## src/rtl/uart_rx_16x.sv

```systemverilog
// 16x-oversampled UART receiver: start, DATA_BITS data bits (LSB first), optional even parity, stop.
// Define UART_RX_PARITY_EN to add the even-parity bit and the rx_parity_err pulse.
module uart_rx_16x #(
   parameter int unsigned DATA_BITS  = 8,
   parameter int unsigned OVERSAMPLE = 16
) (
   input  logic                 clk,
   input  logic                 rst,
   input  logic                 rx_tick,
   input  logic                 rx,
   output logic [DATA_BITS-1:0] rx_data,
   output logic                 rx_valid,
   output logic                 rx_frame_err,
   output logic                 rx_parity_err,
   output logic                 rx_busy
);

   localparam int unsigned CntW = $clog2(OVERSAMPLE);
   localparam logic [CntW-1:0] CntHalf = CntW'(OVERSAMPLE / 2 - 1);
   localparam logic [CntW-1:0] CntLast = CntW'(OVERSAMPLE - 1);
   localparam logic [2:0] BitLast = 3'(DATA_BITS - 1);

   typedef enum logic [2:0] {
      StIdle,
      StStart,
      StData,
`ifdef UART_RX_PARITY_EN
      StParity,
`endif
      StStop
   } state_e;

   state_e               state_q, state_d;
   logic [CntW-1:0]      cnt_q, cnt_d;
   logic [2:0]           bitn_q, bitn_d;
   logic [DATA_BITS-1:0] shift_q, shift_d;
   logic [DATA_BITS-1:0] data_q, data_d;
   logic                 valid_q, valid_d;
   logic                 ferr_q, ferr_d;
   logic                 rx_meta_q, rx_s_q;
   logic                 parity_ok;
`ifdef UART_RX_PARITY_EN
   logic                 par_q, par_d;
   logic                 perr_q, perr_d;
`endif

   always_ff @(posedge clk) begin
      if (rst) begin
         rx_meta_q <= 1'b1;
         rx_s_q    <= 1'b1;
         state_q   <= StIdle;
         cnt_q     <= '0;
         bitn_q    <= '0;
         shift_q   <= '0;
         data_q    <= '0;
         valid_q   <= 1'b0;
         ferr_q    <= 1'b0;
`ifdef UART_RX_PARITY_EN
         par_q     <= 1'b0;
         perr_q    <= 1'b0;
`endif
      end else begin
         rx_meta_q <= rx;
         rx_s_q    <= rx_meta_q;
         state_q   <= state_d;
         cnt_q     <= cnt_d;
         bitn_q    <= bitn_d;
         shift_q   <= shift_d;
         data_q    <= data_d;
         valid_q   <= valid_d;
         ferr_q    <= ferr_d;
`ifdef UART_RX_PARITY_EN
         par_q     <= par_d;
         perr_q    <= perr_d;
`endif
      end
   end

   always_comb begin
      state_d = state_q;
      cnt_d   = cnt_q;
      bitn_d  = bitn_q;
      shift_d = shift_q;
      data_d  = data_q;
      valid_d = 1'b0;
      ferr_d  = 1'b0;
`ifdef UART_RX_PARITY_EN
      par_d     = par_q;
      perr_d    = 1'b0;
      // Even parity: data ones plus the parity bit must total an even count.
      parity_ok = ~(^shift_q ^ par_q);
`else
      parity_ok = 1'b1;
`endif
      if (rx_tick) begin
         cnt_d = cnt_q + CntW'(1);
         unique case (state_q)
            StIdle: begin
               cnt_d = '0;
               if (!rx_s_q) state_d = StStart;
            end
            StStart: begin
               if (cnt_q == CntHalf) begin
                  cnt_d   = '0;
                  bitn_d  = '0;
                  state_d = rx_s_q ? StIdle : StData;
               end
            end
            StData: begin
               if (cnt_q == CntLast) begin
                  shift_d = {rx_s_q, shift_q[DATA_BITS-1:1]};
                  bitn_d  = bitn_q + 3'd1;
                  if (bitn_q == BitLast) begin
`ifdef UART_RX_PARITY_EN
                     state_d = StParity;
`else
                     state_d = StStop;
`endif
                  end
               end
            end
`ifdef UART_RX_PARITY_EN
            StParity: begin
               if (cnt_q == CntLast) begin
                  par_d   = rx_s_q;
                  state_d = StStop;
               end
            end
`endif
            StStop: begin
               // Leave at mid stop bit so a back-to-back start edge is not missed.
               if (cnt_q == CntLast) begin
                  state_d = StIdle;
                  if (!rx_s_q) begin
                     ferr_d = 1'b1;
                  end else if (parity_ok) begin
                     valid_d = 1'b1;
                     data_d  = shift_q;
                  end else begin
`ifdef UART_RX_PARITY_EN
                     perr_d = 1'b1;
`endif
                  end
               end
            end
            default: state_d = StIdle;
         endcase
      end
   end

   assign rx_data      = data_q;
   assign rx_valid     = valid_q;
   assign rx_frame_err = ferr_q;
   assign rx_busy      = (state_q != StIdle);
`ifdef UART_RX_PARITY_EN
   assign rx_parity_err = perr_q;
`else
   assign rx_parity_err = 1'b0;
`endif

endmodule

```

## config.mk

```make
export PLATFORM = sky130hd
export DESIGN_NAME = uart_rx_16x
export DESIGN_NICKNAME = d
export VERILOG_FILES = /design/src/rtl/uart_rx_16x.sv
export SDC_FILE = /design/constraint.sdc
export NUM_CORES = 1
export LEC_CHECK = 0
export ABC_AREA = 1
export CAP_MARGIN = 25
export CORE_ASPECT_RATIO = 1.75
export CORE_MARGIN = 8
export CORE_UTILIZATION = 55
export CTS_BUF_LIST = sky130_fd_sc_hd__clkbuf_8
export DETAILED_ROUTE_END_ITERATION = 6
export PLACE_DENSITY = 0.81
export SYNTH_ARGS = -nofsm -noshare
export SYNTH_HDL_FRONTEND = slang
export SYNTH_SLANG_ARGS = --single-unit
```

## constraint.sdc

```tcl
create_clock -name clk -period 1.5 [get_ports clk]
set_input_delay 0.375 -clock clk [delete_from_list [all_inputs] [get_ports clk]]
set_output_delay 0.375 -clock clk [all_outputs]
set_load 0.1 [all_outputs]
```

---- Word level (Yosys, flattened, before mapping) ----
Cells that the tools add are included.
storage, ports and cells
  register bits ........................... 30
  input bits .............................. 4
  output and inout bits ................... 12
  word-level logic and storage cells ...... 47
operators by class
  add/subtract/negate cells ............... 2
  eq/ne operators ......................... 11
  muxes and demuxes ....................... 14
  bitwise gates (word level) .............. 3
  reductions and logical operators ........ 8
operator list
  kind                                           count
  2-to-1 mux 3 bit                               7
  case mux 3 bit (4 select lines)                1
  != test 2 bit, second input constant           5
  case mux 4 bit (2 select lines)                1
  AND reduction 4 bit                            2
  == test 3 x 2 -> 1 bit, second input constant  2
  case mux 3 bit (2 select lines)                1
  AND reduction 6 bit                            1
  adder 4 x 1 -> 4 bit, second input constant    1
  == test 4 x 3 -> 1 bit, second input constant  1
  == test 4 bit, second input constant           1
  2-to-1 mux 4 bit                               1
  OR reduction 4 bit                             1
  adder 3 x 1 -> 3 bit, second input constant    1
  == test 3 x 1 -> 1 bit, second input constant  1
  == test 3 bit, second input constant           1
  logical NOT 3 bit                              1
  inverter 1 bit                                 3
  AND reduction 3 bit                            1
  nonzero test 3 bit                             1
  2-to-1 mux 1 bit                               2
  2-to-1 mux 2 bit                               1
  nonzero test 2 bit                             1

---- Longest topological paths before layout ----
  word-level depth ........................ 4
  mapped depth ............................ 8
  depth with buffers taken out ............ 8

---- Worst setup path before layout ----
OpenSTA, ideal clock, no wires.
  path kind ............................... register to output
  start point ............................. register state_q[0]
  end point ............................... output port rx_busy
  arrival time ............................ 1.096 ns
  required time ........................... 1.125 ns
  setup slack ............................. 0.029 ns
  cell stages (with the launch flop) ...... 3
  path buffers ............................ 0
  cell sequence ........................... dfxtp_1 -> nor2_1 -> inv_1
between the ends
  longest elaborated chain between the ends .. 1
ends and longest elaborated chain
  element                   RTL line  text
  start: declaration        33        state_e state_q, state_d;
  start signal: assignment  51        state_q <= StIdle;
  start signal: assignment  65        state_q <= state_d;
  nonzero test 3 bit        154       assign rx_busy = (state_q != StIdle);
  end: declaration          15        output logic rx_busy
Every way passes these cells.

---- Final worst setup path ----
Ends and elaborated chain as after synthesis.

==> flow_summary.toml <==
[run_status]
status = "finished clean"

[yosys]
synth_xor_area_share_pct = 0
synthMuxAreaShare_pct = 0
yosys.area_share.adder_pct = 2.997
synth_top_family_by_area = "simple AND/OR/NAND/NOR gates"
ys_top_cells_by_area = "dfxtp_1 (46%), nor2_1 (7.5%), a21oi_1 (6.8%), o21ai_0 (6.4%), nand2_1 (6.3%)"
yosys.area_share.simple_pct = 25.67
seq_area_frac_synth_pct = 46.35
ys_types = 25
ys_warn_count = 0
ys_seq_elements = 29
avgSynthCellArea_um2 = 7.637
postSynthCellCount = 164
synth_compound_area_share_pct = 15.28
synth.net_count = 171
synth_top_area_share_pct = 46.35
netlist_area_mm2 = 0.001252
yosysTopAreaCell = "dfxtp_1"

[setup_path]
worstSetupPathType = "reg2out"
crit_required_ns = 1.12
critPathArrivalTime_ns = 1.09
worstSetupEndpointType = "output port"
r2r_slack_ns = 0.10
start_kind = "register"
cp_max_fo = 5

[placement]
gp_congestion = 0.7924
dpl.hpwl_mm = 2.009
io_buffer_count = 14
dp_slack_ns = -0.1683

[global_routing]
grt_max_degree = 17
grt_usage_pct = 14.71
overflow = 0
grt_antenna_before_repair = 0
grt_pass1_wl_mm = 4.567
grt_pass1_vias = 1117

[finish]
seqCellArea_um2 = 585.6
multi_input_area_um2 = 579.3
insertedDiodeCount = 0
finalNetCount = 196
fillers = 142
drive_gt1_share_pct = 26.84
syn_to_final_growth_pct = 36.36
final_common_cell = "dfxtp_1"
final_cell_mix = "dfxtp_1 (25), nor2_1 (24), nand2_1 (20), a21oi_1 (17), inv_1 (16)"

[timing]
fin_ws_ns = 0.03287
max_freq_mhz = 681.6
hold_viol = 0
slew_violations = 0
fin_hold_ws_ns = 0.4067
final.period_utilization_pct = 97.81
setup_viol = 0
min_period_ns = 1.467
skew_ns = 0.007123

[die]
dieArea_mm2 = 0.004120
fp-row-count = 23
initial_core_util_pct = 56.52
io_pins = 16
die_h_um = 79.13
core_area_mm2 = 0.002216
die_width_um = 52.07

[detailed_routing]
dr.pass1.iters = 4
drt_first_iter_violations = 32
postRouteAntennaNets = 0
wl_per_cell_um = 12.91
vias = 1141
vias_per_cell = 5.307
post-route-drc-count = 0
wirelength_mm = 2.776

[run]
max-cap-violations = 0

[clock_network]
cts_tree = "yes"
h-tree-depth = 2
clk_pin_slew_ns = 0.06
clockBufferDepth = 2
clock_latency_ns = 0.29
cts.hold.buffers_added = 0
clock-sinks = 29
cts_buffers = 5
cts-root-buf = "clkbuf_8"

[power]
power_frac_clock_pct = 44.2
power.density_mw_per_mm2 = 937.6
sequentialPowerShare_pct = 48.8
switching_power_uw = 370.6
p_leak_uw = 0.0006863
ir_worst_vdd_mv = 0.7590
switching_share_pct = 23.14
pwr-share-comb_pct = 7.0
p_int_uw = 1231
power_uw = 1601

[min_path]
min_path_type = "reg2reg"
-- per-layer routing --
layer | wire length (µm) | up-vias | GRT usage (%) | share of wire (%)
met2 | 1583 | 32 | 26.93 | 57
met3 | 182 | 6 | 6.355 | 6.6
met1 | 940 | 524 | 11.75 | 34
met5 | 0 | - | 0 | 0
li1 | - | 579 | - | -
met4 | 70 | 0 | 9.626 | 2.5
-- repair_timing --
action / 4_1_cts / 5_1_grt
hold endpoints to repair: 0 / 0
setup endpoints to repair: 7 / 20
gates resized for setup: 4 / 16
pin swaps: 0 / 1
setup buffers: 1 / 1
-- cells in the mapped netlist, drive strengths merged --
master,n
conb,1
nand4,1
clkinv,1
nor3,4
nand2,22
dfxtp,29
inv,18
clkbuf,2
nor2,28
a21oi,18
o21ai,18
nand3,12
buf,5
or2,2
ha,3
-- final timing paths --
kind,from,to,depth (start not counted)
setup reg to reg,cnt_q[0]$_SDFFE_PP0P_,shift_q[6]$_SDFFE_PP0P_,7
hold / removal,rx_meta_q$_SDFF_PP1_,rx_s_q$_SDFF_PP1_,1
setup / recovery,state_q[0]$_SDFFE_PP0P_,rx_busy,4
hold reg to reg,rx_meta_q$_SDFF_PP1_,rx_s_q$_SDFF_PP1_,1
-- critical path: stages (launching register included) --
cell,delay (ns)
dfxtp_2,0.33
buf_6,0.13
nor2_2,0.12
inv_2,0.07
buf_12,0.16
-- power groups by stage --
stage,clock [µW],combinational (µW),sequential (µW)
after CTS,721,110,779
after global placement,0,103,796
after detailed placement,0,106,796
final,708,113,781
after floorplan,0,72.4,797
after global routing,751,124,781
-- logic make-up after synthesis --
group                      Yosys count
and+or+nand+nor                     69
AOI/OAI and AO/OA                   36
DFF                                 29
buffers and inverters               26
other                                1
adders and majority gates            3
-- state kept, by name, indices dropped and copies added (netlist names) --
| register | count |
|---|---|
| rx_meta_q | 1 |
| cnt_q | 4 |
| rx_data | 8 |
| state_q | 2 |
| rx_s_q | 1 |
| rx_frame_err | 1 |
| bitn_q | 3 |
| rx_valid | 1 |
| shift_q | 8 |
-- final cells by class --
class / instances / share of cell area (%)
clock buffer: 7 / 5.641
clock inverter: 1 / 0.2930
inverter: 19 / 4.176
multi-input combinational: 109 / 33.92
sequential: 29 / 34.29
tap: 25 / 1.831
timing repair buffer: 25 / 19.85
-- through the flow --
stage | setup TNS [ns] | cell area, µm² | utilization (%) | std cells
floorplan | 0 | 1252 | - | 164
global placement | -1.677 | 1555 | 70.19 | 205
detailed placement | -2.475 | 1555 | 70.19 | 205
CTS | -0.03469 | 1670 | 75.38 | 214
global route | -0.007373 | 1708 | 77.08 | 215
finish | 0 | 1708 | 77.08 | 215
(Power assumes the default switching activity.)
